--- src/rtl/alu_cmd_sequencer.sv ---
// alu_cmd_sequencer: FIFO-buffered command issue stage in front of the ALU593 top.
// Define ALU_SEQ_STATS_EN to add the stat_cmds/stat_errs handshake counters.
package tinyalu_pkg;
  typedef enum logic [2:0] {
    op_nop  = 3'b000,
    op_add  = 3'b001,
    op_and  = 3'b010,
    op_xor  = 3'b011,
    op_mul  = 3'b100,
    op_nop1 = 3'b101,
    op_res1 = 3'b110,
    op_res2 = 3'b111
  } alu_opcode_t;
endpackage

module alu_cmd_sequencer
  import tinyalu_pkg::*;
#(
  parameter int DEPTH   = 4,
  parameter int TAG_W   = 4,
  parameter int TIMEOUT = 15
) (
  input  logic                   clk,
  input  logic                   reset,
  input  logic                   cmd_valid,
  output logic                   cmd_ready,
  input  logic [7:0]             cmd_a,
  input  logic [7:0]             cmd_b,
  input  alu_opcode_t            cmd_op,
  input  logic [TAG_W-1:0]       cmd_tag,
  output logic [7:0]             alu_a,
  output logic [7:0]             alu_b,
  output alu_opcode_t            alu_op,
  output logic                   alu_start,
  input  logic                   alu_done,
  input  logic [15:0]            alu_result,
  input  logic                   alu_error,
  output logic                   rsp_valid,
  input  logic                   rsp_ready,
  output logic [15:0]            rsp_result,
  output logic                   rsp_error,
  output logic                   rsp_timeout,
  output logic [TAG_W-1:0]       rsp_tag,
  output logic [$clog2(DEPTH):0] fifo_count
`ifdef ALU_SEQ_STATS_EN
  ,
  output logic [15:0]            stat_cmds,
  output logic [15:0]            stat_errs
`endif
);

  localparam int PW = $clog2(DEPTH);
  localparam int CW = PW + 1;
  localparam logic [7:0] TimeoutVal = 8'(TIMEOUT);

  typedef struct packed {
    logic [7:0]       a;
    logic [7:0]       b;
    alu_opcode_t      op;
    logic [TAG_W-1:0] tag;
  } cmd_t;

  typedef enum logic [1:0] {IDLE, ISSUE, RESP} state_t;

  cmd_t             mem_q [DEPTH];
  logic [PW-1:0]    wrPtr_q, rdPtr_q;
  logic [CW-1:0]    count_q, count_d;
  state_t           state_q, state_d;
  logic [7:0]       aluA_q, aluA_d, aluB_q, aluB_d;
  alu_opcode_t      aluOp_q, aluOp_d;
  logic [TAG_W-1:0] tag_q, tag_d;
  logic [7:0]       timer_q, timer_d;
  logic [15:0]      result_q, result_d;
  logic             error_q, error_d, timeout_q, timeout_d;
  logic             push, pop;
  cmd_t             head;

  assign cmd_ready = (count_q != CW'(DEPTH));
  assign push      = cmd_valid & cmd_ready;
  assign head      = mem_q[rdPtr_q];

  always_ff @(posedge clk) begin
    if (push) mem_q[wrPtr_q] <= {cmd_a, cmd_b, cmd_op, cmd_tag};
  end

  always_comb begin
    count_d = count_q;
    unique case ({push, pop})
      2'b10:   count_d = count_q + CW'(1);
      2'b01:   count_d = count_q - CW'(1);
      default: count_d = count_q;
    endcase
  end

  always_comb begin
    state_d   = state_q;
    aluA_d    = aluA_q;
    aluB_d    = aluB_q;
    aluOp_d   = aluOp_q;
    tag_d     = tag_q;
    timer_d   = timer_q;
    result_d  = result_q;
    error_d   = error_q;
    timeout_d = timeout_q;
    pop       = 1'b0;
    unique case (state_q)
      IDLE: begin
        if (count_q != '0) begin
          pop   = 1'b1;
          tag_d = head.tag;
          // NOPs are answered locally and never reach the ALU
          if (head.op inside {op_nop, op_nop1}) begin
            result_d  = 16'h0000;
            error_d   = 1'b0;
            timeout_d = 1'b0;
            state_d   = RESP;
          end else begin
            aluA_d  = head.a;
            aluB_d  = head.b;
            aluOp_d = head.op;
            timer_d = '0;
            state_d = ISSUE;
          end
        end
      end
      ISSUE: begin
        if (alu_done) begin
          result_d  = alu_result;
          error_d   = alu_error;
          timeout_d = 1'b0;
          state_d   = RESP;
        end else begin
          timer_d = timer_q + 8'd1;
          if (timer_d == TimeoutVal) begin
            result_d  = 16'hFFFF;
            error_d   = 1'b0;
            timeout_d = 1'b1;
            state_d   = RESP;
          end
        end
      end
      RESP: begin
        if (rsp_ready) state_d = IDLE;
      end
      default: state_d = IDLE;
    endcase
  end

  always_ff @(posedge clk) begin
    if (reset) begin
      state_q   <= IDLE;
      wrPtr_q   <= '0;
      rdPtr_q   <= '0;
      count_q   <= '0;
      aluA_q    <= '0;
      aluB_q    <= '0;
      aluOp_q   <= op_nop;
      tag_q     <= '0;
      timer_q   <= '0;
      result_q  <= '0;
      error_q   <= 1'b0;
      timeout_q <= 1'b0;
    end else begin
      state_q   <= state_d;
      count_q   <= count_d;
      aluA_q    <= aluA_d;
      aluB_q    <= aluB_d;
      aluOp_q   <= aluOp_d;
      tag_q     <= tag_d;
      timer_q   <= timer_d;
      result_q  <= result_d;
      error_q   <= error_d;
      timeout_q <= timeout_d;
      if (push) wrPtr_q <= wrPtr_q + PW'(1);
      if (pop)  rdPtr_q <= rdPtr_q + PW'(1);
    end
  end

  assign alu_a       = aluA_q;
  assign alu_b       = aluB_q;
  assign alu_op      = aluOp_q;
  assign alu_start   = (state_q == ISSUE);
  assign rsp_valid   = (state_q == RESP);
  assign rsp_result  = result_q;
  assign rsp_error   = error_q;
  assign rsp_timeout = timeout_q;
  assign rsp_tag     = tag_q;
  assign fifo_count  = count_q;

`ifdef ALU_SEQ_STATS_EN
  logic [15:0] statCmds_q, statErrs_q;

  always_ff @(posedge clk) begin
    if (reset) begin
      statCmds_q <= '0;
      statErrs_q <= '0;
    end else if (rsp_valid && rsp_ready) begin
      if (statCmds_q != 16'hFFFF) statCmds_q <= statCmds_q + 16'd1;
      if ((error_q | timeout_q) && (statErrs_q != 16'hFFFF)) statErrs_q <= statErrs_q + 16'd1;
    end
  end

  assign stat_cmds = statCmds_q;
  assign stat_errs = statErrs_q;
`endif

endmodule
--- config.mk ---
export PLATFORM = sky130hd
export DESIGN_NAME = alu_cmd_sequencer
export DESIGN_NICKNAME = d
export VERILOG_FILES = /design/src/rtl/alu_cmd_sequencer.sv
export SDC_FILE = /design/constraint.sdc
export NUM_CORES = 1
export LEC_CHECK = 0
export CORE_UTILIZATION = 30
export CTS_BUF_LIST = sky130_fd_sc_hd__clkbuf_4 sky130_fd_sc_hd__clkbuf_8
export DETAILED_ROUTE_END_ITERATION = 12
export PLACE_DENSITY = 0.52
export SLEW_MARGIN = 10
export SYNTH_ARGS = -nofsm -noshare
export SYNTH_HDL_FRONTEND = slang
export SYNTH_SLANG_ARGS = --single-unit
--- constraint.sdc ---
create_clock -name clk -period 3.3 [get_ports clk]
set_input_delay 0.99 -clock clk [delete_from_list [all_inputs] [get_ports clk]]
set_output_delay 0.99 -clock clk [all_outputs]
set_load 0.01 [all_outputs]
=== Word level (Yosys, flattened, before mapping) ===
Memories as Yosys holds them, arrays and structs flattened. A register that Yosys moved wholly into a read port is not among the register bits.
Index checks and enable logic that the tools add are counted.
W data, S select, Z words.

* $add $sub $neg: 5
* Reductions and logical operators: 11
* Equal/unequal tests: 13
* Bitwise logic cells: 2
* Mux-type cells: 30

{| class="wikitable"
|+ Operators by type and width
! kind !! count
|-
| $mux W16 || 4
|-
| $pmux W16 S2 || 1
|-
| $mux W8 || 3
|-
| $pmux W8 S2 || 1
|-
| $mux W2 || 7
|-
| $mux W1 || 10
|-
| $add A8 B1 Y8 const B || 1
|-
| $eq A8 B4 Y1 const B || 1
|-
| $ne A2 B2 Y1 const B || 4
|-
| $reduce_and A4 Y1 || 2
|-
| $pmux W2 S3 || 1
|-
| $pmux W3 S2 || 1
|-
| $reduce_and A3 Y1 || 2
|-
| $reduce_bool A2 Y1 || 3
|-
| $add A2 B1 Y2 const B || 2
|-
| $eq A2 B1 Y1 const B || 2
|-
| $eq A2 B2 Y1 const B || 2
|-
| $pmux W1 S2 || 2
|-
| $add A3 B1 Y3 const B || 1
|-
| $eq A3 B3 Y1 const B || 1
|-
| $logic_not A3 Y1 || 1
|-
| $ne A3 B1 Y1 const B || 1
|-
| $ne A3 B3 Y1 const B || 1
|-
| $reduce_bool A3 Y1 || 1
|-
| other kinds (6) || 6
|}

* Memories: 1
* Input port bits: 45
* RAM bits: 92
* Bits in registers: 58
* Output and inout bits: 47
* Word-level logic and storage cells: 74

{| class="wikitable"
|+ Memory list
! memory !! words !! width !! read ports !! clocked after memory_dff !! wr ports !! line !! source
|-
| mem_q || 4 || 23 || 1 || 1 || 1 || 65 || <nowiki>cmd_t mem_q [DEPTH];</nowiki>
|}

=== Depth between registers and ports, before layout ===
Gate-level depths: netlist of the first run.

* Depth in word-level cells: 5
* Gate-level depth with buffers: 10

=== Worst setup path after synthesis of the first run ===
No wires, ideal clock.

* Path kind: reg-to-reg
* From: reg count_q[0] (netlist: fifo_count[0])
* To: reg count_q[2] (netlist: fifo_count[2])
* Required time: 3.230 ns
* Clock period less this slack: 2.482 ns
* Slack: 0.818 ns
* Stages on the path, launching flop included: 10
* Buffers on the path: 1
* Data arrival time: 2.411 ns
* Cells stage by stage: dfxtp_1 nor3_1 nor3_1 buf_2 ha_1 inv_1 fa_1 xor2_1 or3_1 a21oi_1

* Longest elaborated chain between the ends: 5
* Elaborated cells between the ends (all ways): 11
* Those cells by class: add/sub: 2; eq/ne: 3; mux: 3; bitwise: 1; reduce/logical: 2

{| class="wikitable"
|+ RTL lines
! item !! line !! source
|-
| from (decl) || 67 || <nowiki>logic [CW-1:0] count_q, count_d;</nowiki>
|-
| from (signal assigned) || 165 || <nowiki>count_q <= count_d;</nowiki>
|-
| $reduce_bool A3 Y1 (*) || 108 || <nowiki>if (count_q != '0) begin</nowiki>
|-
| $mux W1 (*) || 108 ||
|-
| $mux W1 (*) || 106 || <nowiki>unique case (state_q)</nowiki>
|-
| named net pop || 75 || <nowiki>logic push, pop;</nowiki>
|-
| $eq A2 B1 Y1 / $eq A2 B2 Y1 (equally long branches) || 88 || <nowiki>unique case ({push, pop})</nowiki>
|-
| $pmux W3 S2 / $reduce_bool A2 Y1 (equally long branches) || - ||
|}

The timed path passes the listed nets; every way through them passes the cells marked *.
A chain may end at the register's enable or synchronous reset.

=== Worst setup path after layout of the first run ===
* From: reg state_q[1]
* To: out alu_start

* Longest elaborated chain between the ends: 1

{| class="wikitable"
|+ RTL lines
! item !! line !! source
|-
| from (decl) || 68 || <nowiki>state_t state_q, state_d;</nowiki>
|-
| from (signal assigned) || 164 || <nowiki>state_q <= state_d;</nowiki>
|-
| $eq A2 B1 Y1 || 182 || <nowiki>assign alu_start = (state_q == ISSUE);</nowiki>
|-
| to (decl) || 34 || <nowiki>output logic alu_start,</nowiki>
|}

No other way between the ends.

==> results.txt, run 1 <==
Status: complete, no violations
Final RePlAce weighted congestion: 0.815
Area growth, synth to finish: 26.9%
Max H-tree Level: 4
Most frequent cells in the layout: edfxtp_1 (92), clkdlybuf4s50_1 (90), dfxtp_1 (59)
Pwr dens: 837 mW/mm²
Synth Area in Simple Gates: 8.06%
I/O Pins: 92
Via-to-Cell Ratio: 4.61
Dpl ws: 0.257 ns
Antenna viol nets, final: 0
#FFs+latches synth: 152
VDD IR-drop max: 375 µV
Crit end category: output pin
CTS Hold Bufs: 0
Final Hold Viols: 0
DIE AREA: 0.0205 mm²
Final setup vio count: 0
Relative slew margins: 41.2%
Initial Utilization: 30.7%
RSZ-0062 raised after global routing: no
Largest net degree at the start of global routing: 28
Largest cells by area after synthesis: edfxtp_1 (46%), dfxtp_1 (20%), mux4_2 (8.7%)
Min-Delay Startpoint: rsp_error
Number of synthesized flops with an enable pin: 92
Critical path data arrival time: 1.91 ns
Synth Area in Compound Gates: 7.18%
Cell Int Power: 4.41 mW
First-pass GRT wire length: 19900 µm
Most common cell after layout, fill and taps aside: edfxtp_1
Worst Path Required: 2.31 ns
Syn Inst Count: 398
Clock root cell: clkbuf_8
Yosys Warn Count: 0
P_leak: 2.63 nW
Synth async-reset ratio: 0%
Cts repair resizes: 0
Adder-cell area share of the yosys netlist: 1.80%
Setup CP Type: reg2out
Switch share: 30.5%
Clock-pin slew on the worst setup and hold paths: 0.08 ns
# rows: 51
Mean Syn Cell Area: 15.0 µm²
Grt ovf: 0
Least-Margin Pin Slew: 0.881 ns
Clock skew: 0.00982 ns
NetSw: 1.94 mW
Vias in the first global route: 3674
Post-synth top area share: 46.3%
Worst setup startpoint: state_q[1]
CTS tree: built
Inserted Diodes: 0
Clk sinks: 152
Largest area contributor in the synthesized netlist: edfxtp_1
Hold Crit Class: reg2reg
Initial antenna violation count: 0
Final worst slack: 0.404 ns
Largest family of logic cells by synthesized area: multiplexers
Max Cap Viol: 0
Fin crit period: 2.90 ns
Via Count: 3566
Sequential power share: 41.8%
Core area: 0.0195 mm²
CP startpoint kind: flop
Clock buffer count from CTS: 17
Post-Synth XOR/XNOR Area: 1.01%
Layout cell share with drive strength beyond 1: 16.5%
Sequential area share after synthesis: 66.4%
Drt total wl: 12500 µm
Fmax: 345 MHz
First drt pass iteration count: 4
Detailed Place HPWL: 8000 µm
Residual DRC: 0
Synth cell types: 49
Final period util: 87.7%
First-iteration detailed-routing DRC count: 153
Final Max Slew Viols: 0
Clock network power share: 24.0%
Post-Layout Inst Area: 0.00758 mm²
Syn_nets: 451
Fin nets: 550
Top_reg_cell synth: edfxtp_1
Setup bufs post-CTS: 0
Hold slack: 0.473 ns
CTS Buffer Depth: 2
CP Max Fanout: 8
Setup TNS: 0 ns
Clk Latency, worst-skew pair: 0.45 ns
Placed Area: 0.00715 mm²
Proportion of synthesized area in mux cells: 12.7%
Port Buffers: 91
Wire length per cell: 16.2 µm
Die Span Y: 143 µm
GRT Util Overall: 13.2%
Combinational power share: 34.2%
Synthesized cell area: 0.00597 mm²
Die W: 143 µm
==> routing by layer <==
metal | track usage, % | wire, µm
met1 | 15.9 | 5510
met2 | 21.5 | 5980
met3 | 5.10 | 912
met4 | 4.36 | 77
met5 | 0 | 0
==> registers in the layout, indices dropped and copies added (netlist names), named ones only <==
signal       count
wrPtr_q          2
fifo_count       3
alu_op           3
rdPtr_q          2
state_q          2
alu_b            8
rsp_result      16
mem_q           92
alu_a            8
timer_q          8
rsp_timeout      1
rsp_tag          4
rsp_error        1
==> kinds of logic (layout without fill, tap and decap cells) <==
kind of cell	Yosys count	in the layout
compound gates	50	50
flops	152	152
xor+xnor	6	6
buf+inv	30	140
fa+ha+maj	8	8
simple gates	105	105
mux	47	47
==> worst max-delay path: stages, from the launching register on <==
cell             delay [ns]
dfxtp_1                0.38
nand2b_1               0.26
clkinv_1               0.26
clkdlybuf4s50_1        0.56
==> stage by stage <==
stage | std cells | total power [mW] | util [%]
2_1_floorplan | 398 | 4.05 | -
3_3_place_gp | 743 | 4.88 | 36.8
3_5_place_dp | 743 | 4.92 | 36.8
4_1_cts | 773 | 6.47 | 38.9
5_1_grt | 773 | 6.73 | 38.9
6_report | 773 | 6.35 | 38.9
==> path summary, 6_finish.rpt <==
check / end / slack, ns / depth (start not counted)
min: rsp_error / 0.47 / 2
min reg2reg: rsp_error / 0.47 / 2
max reg2reg: rsp_result[5] / 0.75 / 5
max: alu_start / 0.40 / 3
==> final cells by class <==
| type | count | area (µm²) |
|---|---|---|
| Clock buffer | 19 | 249 |
| Clock inverter | 11 | 174 |
| Fill cell | 1869 | 11900 |
| Inverter | 9 | 33.8 |
| Multi-Input combinational cell | 216 | 1840 |
| Sequential cell | 152 | 3970 |
| Tap cell | 265 | 332 |
| Timing Repair Buffer | 101 | 981 |
==> synth_stat cells, types with 5 or more instances <==
cell type and n:
dfxtp_1 60, ha_1 7, mux2i_1 23, mux4_2 23
o21ai_0 5, nand2_1 26, buf_6 6, a2bb2oi_2 9
a2bb2oi_1 7, edfxtp_1 92, nor3_1 6, inv_1 8
nand3_1 11, a21oi_1 12, and3_1 7, nor2_1 38
clkbuf_1 11
==> power groups by stage <==
stage / sequential (mW) / combinational [mW] / clock, mW
3_3_place_gp: 2.69 / 2.18 / 0
3_5_place_dp: 2.71 / 2.21 / 0
2_1_floorplan: 2.74 / 1.31 / 0
4_1_cts: 2.67 / 2.22 / 1.58
6_report: 2.66 / 2.17 / 1.52
5_1_grt: 2.71 / 2.37 / 1.65
(Power assumes the default switching activity.)
==> inputs of run 2 (changes only) <==
--- a/config.mk
+++ b/config.mk
@@ -8,7 +8,8 @@
 export CORE_UTILIZATION = 30
 export CTS_BUF_LIST = sky130_fd_sc_hd__clkbuf_4 sky130_fd_sc_hd__clkbuf_8
 export DETAILED_ROUTE_END_ITERATION = 12
-export PLACE_DENSITY = 0.52
+export DONT_BUFFER_PORTS = 1
+export PLACE_DENSITY = 0.46
 export SLEW_MARGIN = 10
 export SYNTH_ARGS = -nofsm -noshare
 export SYNTH_HDL_FRONTEND = slang
==> constraint.sdc (replaced) <==
create_clock -name clk -period 3.4 [get_ports clk]
set_input_delay 1.02 -clock clk [delete_from_list [all_inputs] [get_ports clk]]
set_output_delay 1.02 -clock clk [all_outputs]
set_load 0.01 [all_outputs]
==> run 2 against run 1 <==
Combinational power shrank 33%. Via count is 10% lower. Flip-flop and latch count is the same. Sequential share of layout area rose by 7.3 points. First-iteration DRC count rose by 7.8%. Register-to-register slack better by 0.09 ns. Sequential power rose by 3%. Die area did not move. Critical path depth up 2. Routed wire length decreased by 2.8%.
==> results.txt, run 2 (synthesis results as in run 1) <==
Status: complete, no violations
P_leak: 2.28 nW (-13%)
First drt pass iteration count: 4 (unchanged)
Detailed Place HPWL: 7620 µm (-4.7%)
Residual DRC: 0 (unchanged)
Fin crit period: 2.56 ns
Placed Area: 0.00625 mm² (-13%)
Wire length per cell: 17.7 µm (+9.8%)
Port Buffers: 0 (-100%)
Final period util: 75.4%
Hold Crit Class: reg2reg
Final setup vio count: 0 (unchanged)
Util after Layout: 34.2% (-4.8 points)
Inserted Diodes: 0 (unchanged)
Critical path data arrival time: 2.86 ns (+0.95 ns)
Final RePlAce weighted congestion: 0.790 (-3.0%)
Post-Layout Inst Area: 0.00665 mm² (-12%)
CP startpoint kind: flop
Clock-pin slew on the worst setup and hold paths: 0.08 ns (about the same)
Relative slew margins: 47.3% (+6.0 points)
Vias in the first global route: 3366 (-8.4%)
CP Max Fanout: 17 (+9)
Max FFs per register: 92 (unchanged)
Via Count: 3211 (-10%)
Initial antenna violation count: 0 (unchanged)
VDD IR-drop max: 319 µV (-15%)
Final Hold Viols: 0 (unchanged)
CTS Buffer Depth: 2 (unchanged)
Grt ovf: 0 (unchanged)
Layout cell share with drive strength beyond 1: 20.3% (+3.8 points)
Crit path to: rsp_result[3]
Hold slack: 0.499 ns (+0.0261 ns)
# rows: 51 (unchanged)
Worst Path Required: 3.69 ns (+1.38 ns)
Fin nets: 459 (-17%)
Cts repair resizes: 0 (unchanged)
Total power draw: 5.57 mW (-12%)
Clock buffer count from CTS: 17 (unchanged)
Via-to-Cell Ratio: 4.69 (+1.8%)
Pwr dens: 837 mW/mm² (about the same)
Initial Utilization: 30.7% (unchanged)
Max Cap Viol: 0 (unchanged)
Post-route insts no fill: 684 (-12%)
Placed Cells incl. Taps: 652 (-12%)
GRT Util Overall: 12.7% (-0.44 points)
Clk Latency, worst-skew pair: 0.45 ns (about the same)
Core area: 0.0195 mm² (unchanged)
Clock root cell: clkbuf_8
Setup TNS: 0 ns (unchanged)
Largest Register: mem_q
Worst hold stages: 2 (unchanged)
CTS tree: built
Min-Delay Startpoint: timer_q[7]
Setup CP Type: reg2reg
Clock skew: 0.0118 ns (+0.00197 ns)
First-iteration detailed-routing DRC count: 165 (+7.8%)
Die W: 143 µm (unchanged)
Largest net degree at the start of global routing: 45 (+61%)
Clk sinks: 152 (unchanged)
Antenna viol nets, final: 0 (unchanged)
Max H-tree Level: 4 (unchanged)
Reg2Reg Depth: 5 (unchanged)
Dpl ws: 0.771 ns (+0.514 ns)
Final Max Slew Viols: 0 (unchanged)
First-pass GRT wire length: 18800 µm (-5.6%)
Setup bufs post-CTS: 0 (unchanged)
CTS Hold Bufs: 0 (unchanged)
Final worst slack: 0.835 ns (+0.431 ns)
I/O Pins: 92 (unchanged)
R2r setup slk: 0.84 ns (+0.09 ns)
Die Span Y: 143 µm (unchanged)
FF-to-FF End: rsp_result[3]
RSZ-0062 raised after global routing: no
Fmax: 390 MHz
DIE AREA: 0.0205 mm² (unchanged)
Drt total wl: 12100 µm (-2.8%)
Most common cell after layout, fill and taps aside: edfxtp_1
Most frequent cells in the layout: edfxtp_1 (92), dfxtp_1 (59), nor2_1 (38)
Area growth, synth to finish: 11.4%
Crit end category: flop
Least-Margin Pin Slew: 0.791 ns (-0.0906 ns)
==> run 2: cell count changes in the layout (fill, tap and decap cells not counted), sizes merged <==
cell / change
buf: -1
clkinv: +1
clkdlybuf4s50: -90
inv: +2
clkbuf: +1
bufinv: -2
==> run 2: metal layers <==
metal | up-vias | track usage [%] | routed length, µm
met5 | - | 0 | 0
met4 | 0 | 4.19 | 112
met3 | 10 | 6.54 | 1130
met2 | 104 | 21.1 | 5920
met1 | 1597 | 14.1 | 4970
li1 | 1500 | - | -
==> run 2: cell type report <==
class	instances	area [µm²]
fill	1883	12800
sequential	152	3970
multi-input combinational	216	1840
tap	265	332
clock buffer	20	263
clock inverter	12	140
timing repair buffer	10	75.1
inverter	9	33.8
==> run 2: critical path: stages (launching register included) <==
cell	delay (ns)
dfxtp_2	0.55
mux4_2	0.60
xor2_2	0.23
nor2_4	0.20
a221o_1	0.70
a2bb2oi_1	0.13
==> run 2: worst min path at each step <==
stage | slack (ns) | end
3_5_place_dp | 0.49 | timer_q[7]
2_1_floorplan | 0.47 | wrPtr_q[1]
4_1_cts | 0.50 | timer_q[7]
3_3_place_gp | 0.48 | timer_q[7]
6_report | 0.50 | timer_q[7]
5_1_grt | 0.53 | timer_q[7]
==> run 2: power breakdown <==
part / switching [mW] / internal, mW
combinational: 0.756 / 0.690
sequential: 0.384 / 2.35
clock: 0.693 / 0.698
==> inputs of run 3 (changes only) <==
==> constraint.sdc (replaced) <==
create_clock -name clk -period 2.5 [get_ports clk]
set_input_delay 0.75 -clock clk [delete_from_list [all_inputs] [get_ports clk]]
set_output_delay 0.75 -clock clk [all_outputs]
set_load 0.01 [all_outputs]
==> run 3 against run 2 <==
Non-clock buffer count grew 2. Sequential share of layout area stayed put. Largest cell class unchanged. Worst setup slack worse by 0.70 ns. Clock skew up 0.0015 ns. Global-route usage shrank 0.075 points. Die area did not move. Sequential power grew 35%. Critical path type unchanged. Core utilization did not move.
==> results.txt, run 3 (synthesis results as in run 1) <==
Max FFs per register: 92 (unchanged)
CTS tree: built
Clock network power share: 23.4% (-1.6 points)
DIE AREA: 0.0205 mm² (unchanged)
Detailed Place HPWL: 7730 µm (+1.5%)
Pwr dens: 1120 mW/mm² (+34%)
I/O Pins: 92 (unchanged)
Fin crit period: 2.37 ns (-0.197 ns)
Residual DRC: 0 (unchanged)
Fin nets: 461 (+0.44%)
Layout cell share with drive strength beyond 1: 20.9% (+0.62 points)
Clk Latency, worst-skew pair: 0.44 ns (about the same)
Least-Margin Pin Slew: 0.811 ns (+0.0200 ns)
Grt ovf: 0 (unchanged)
Sequential power share: 49.3% (+0.3 points)
Initial antenna violation count: 0 (unchanged)
Clock-pin slew on the worst setup and hold paths: 0.09 ns (about the same)
Fmax: 422 MHz (+8.3%)
Min-Delay Startpoint: reset
R2r setup slk: 0.13 ns (-0.70 ns)
Setup TNS: 0 ns (unchanged)
CP startpoint kind: flop
Final setup vio count: 0 (unchanged)
Total power draw: 7.47 mW (+34%)
Critical path data arrival time: 2.66 ns (-0.20 ns)
Reg2Reg Depth: 5 (unchanged)
Worst Path Required: 2.79 ns (-0.90 ns)
Cell Int Power: 4.92 mW (+32%)
Clock skew: 0.0133 ns (+0.00153 ns)
Port Buffers: 0 (unchanged)
Hold Crit Class: in2reg
CP max stage delay: 0.71 ns (about the same)
Most frequent cells in the layout: edfxtp_1 (92), dfxtp_1 (59), nor2_1 (38)
Final Hold Viols: 0 (unchanged)
Via Count: 3218 (+0.22%)
Worst hold stages: 1 (-1)
Clk sinks: 152 (unchanged)
Fillcell total: 1911 (+1.5%)
Die W: 143 µm (unchanged)
Register area: 0.00397 mm² (unchanged)
Final period util: 94.7% (+19 points)
Clock root cell: clkbuf_8
Antenna viol nets, final: 0 (unchanged)
Clock buffer count from CTS: 17 (unchanged)
Via-to-Cell Ratio: 4.69 (about the same)
First drt pass iteration count: 4 (unchanged)
CP Max Fanout: 17 (unchanged)
Combinational power share: 27.3% (+1.3 points)
Wire length per cell: 17.7 µm (-0.17%)
Area growth, synth to finish: 11.4% (unchanged)
Crit end category: flop
Core area: 0.0195 mm² (unchanged)
Largest Register: mem_q
Setup CP Type: reg2reg
Status: complete, no violations
Relative slew margins: 45.9% (-1.3 points)
Post-Layout Inst Area: 0.00665 mm² (unchanged)
Vias in the first global route: 3300 (-2.0%)
VDD IR-drop max: 454 µV (+42%)
Worst Hold Path EP: alu_op[1]
Die Span Y: 143 µm (unchanged)
Most common cell after layout, fill and taps aside: edfxtp_1
Setup bufs post-CTS: 0 (unchanged)
Worst path slowest cell: a221o_1
First-pass GRT wire length: 18600 µm (-0.88%)
Cts repair resizes: 0 (unchanged)
Final RePlAce weighted congestion: 0.763 (-3.4%)
Initial Utilization: 30.7% (unchanged)
First-iteration detailed-routing DRC count: 92 (-44%)
# rows: 51 (unchanged)
FF-to-FF End: rsp_result[3]
CTS Buffer Depth: 2 (unchanged)
CTS Hold Bufs: 0 (unchanged)
Drt total wl: 12200 µm (+0.12%)
Largest net degree at the start of global routing: 45 (unchanged)
Placed Area: 0.00628 mm² (+0.44%)
Final Max Slew Viols: 0 (unchanged)
CP Cell Sequence: mux4_2 -> xor2_2 -> nor2_4 -> a221o_1 -> a2bb2oi_1
Inserted Diodes: 0 (unchanged)
GRT Util Overall: 12.7% (-0.075 points)
Switch share: 34.2% (+1.3 points)
Area of the multi-input gates: 0.00184 mm² (about the same)
P_leak: 2.30 nW (+0.63%)
NetSw: 2.56 mW (+39%)
Max Cap Viol: 0 (unchanged)
RSZ-0062 raised after global routing: no
Max H-tree Level: 4 (unchanged)
==> run 3: cell count changes in the layout (fill, tap and decap cells not counted), sizes merged <==
| cell | before | now |
|---|---|---|
| clkinv | 4 | 6 |
| clkbuf | 20 | 18 |
| clkinvlp | 3 | 1 |
| buf | 10 | 12 |
| inv | 12 | 16 |
| bufinv | 2 | 0 |
==> run 3: power by group through the flow <==
stage | combinational, mW | sequential [mW] | clock (mW)
after detailed placement | 2.09 | 3.76 | 0
after global placement | 2.05 | 3.75 | 0
after CTS | 2.10 | 3.70 | 1.83
final | 2.04 | 3.68 | 1.75
after global routing | 2.28 | 3.76 | 1.94
after floorplan | 1.73 | 3.62 | 0
==> run 3: how the worst max path moves through the flow <==
stage	startpoint	endpoint	slack, ns
after floorplan	fifo_count[0]	fifo_count[2]	0.02
after global placement	flop	rsp_error	0.13
after detailed placement	flop	rsp_error	0.07
after CTS	flop	rsp_error	0.09
after global routing	flop	rsp_result[5]	0.02
final	flop	rsp_result[3]	0.13
==> run 3: per-layer routing <==
layer	up-vias	track usage, %	wire [µm]
met5	-	0	0
met4	0	3.74	106
met3	8	6.34	1110
met2	95	21.7	6040
met1	1606	13.6	4890
li1	1509	-	-
==> run 3: final cells by class <==
type | count | share of cell area, %
Tap cell | 265 | 4.98
Sequential cell | 152 | 59.6
Inverter | 9 | 0.508
Timing Repair Buffer | 12 | 1.54
Clock inverter | 14 | 1.99
Clock buffer | 18 | 3.63
Multi-Input combinational cell | 216 | 27.7
==> run 3: worst max-delay path: cells and delay by family, from the launching register on <==
| family | cells | cell delay (ns) |
|---|---|---|
| AND/OR/NAND/NOR | 1 | 0.18 |
| multiplexers | 1 | 0.56 |
| XOR/XNOR | 1 | 0.23 |
| AO/OA/AOI/OAI | 2 | 0.84 |
| flip-flops | 1 | 0.41 |
==> run 3: per-stage QoR <==
stage	utilization, %	instances	setup WS (ns)	hold WS [ns]
after floorplan	-	398	0.0184	0.469
after global placement	32.2	654	0.131	0.484
after detailed placement	32.2	654	0.0716	0.495
after CTS	34.2	686	0.0926	0.327
after global routing	34.2	686	0.0215	0.319
final	34.2	686	0.133	0.367
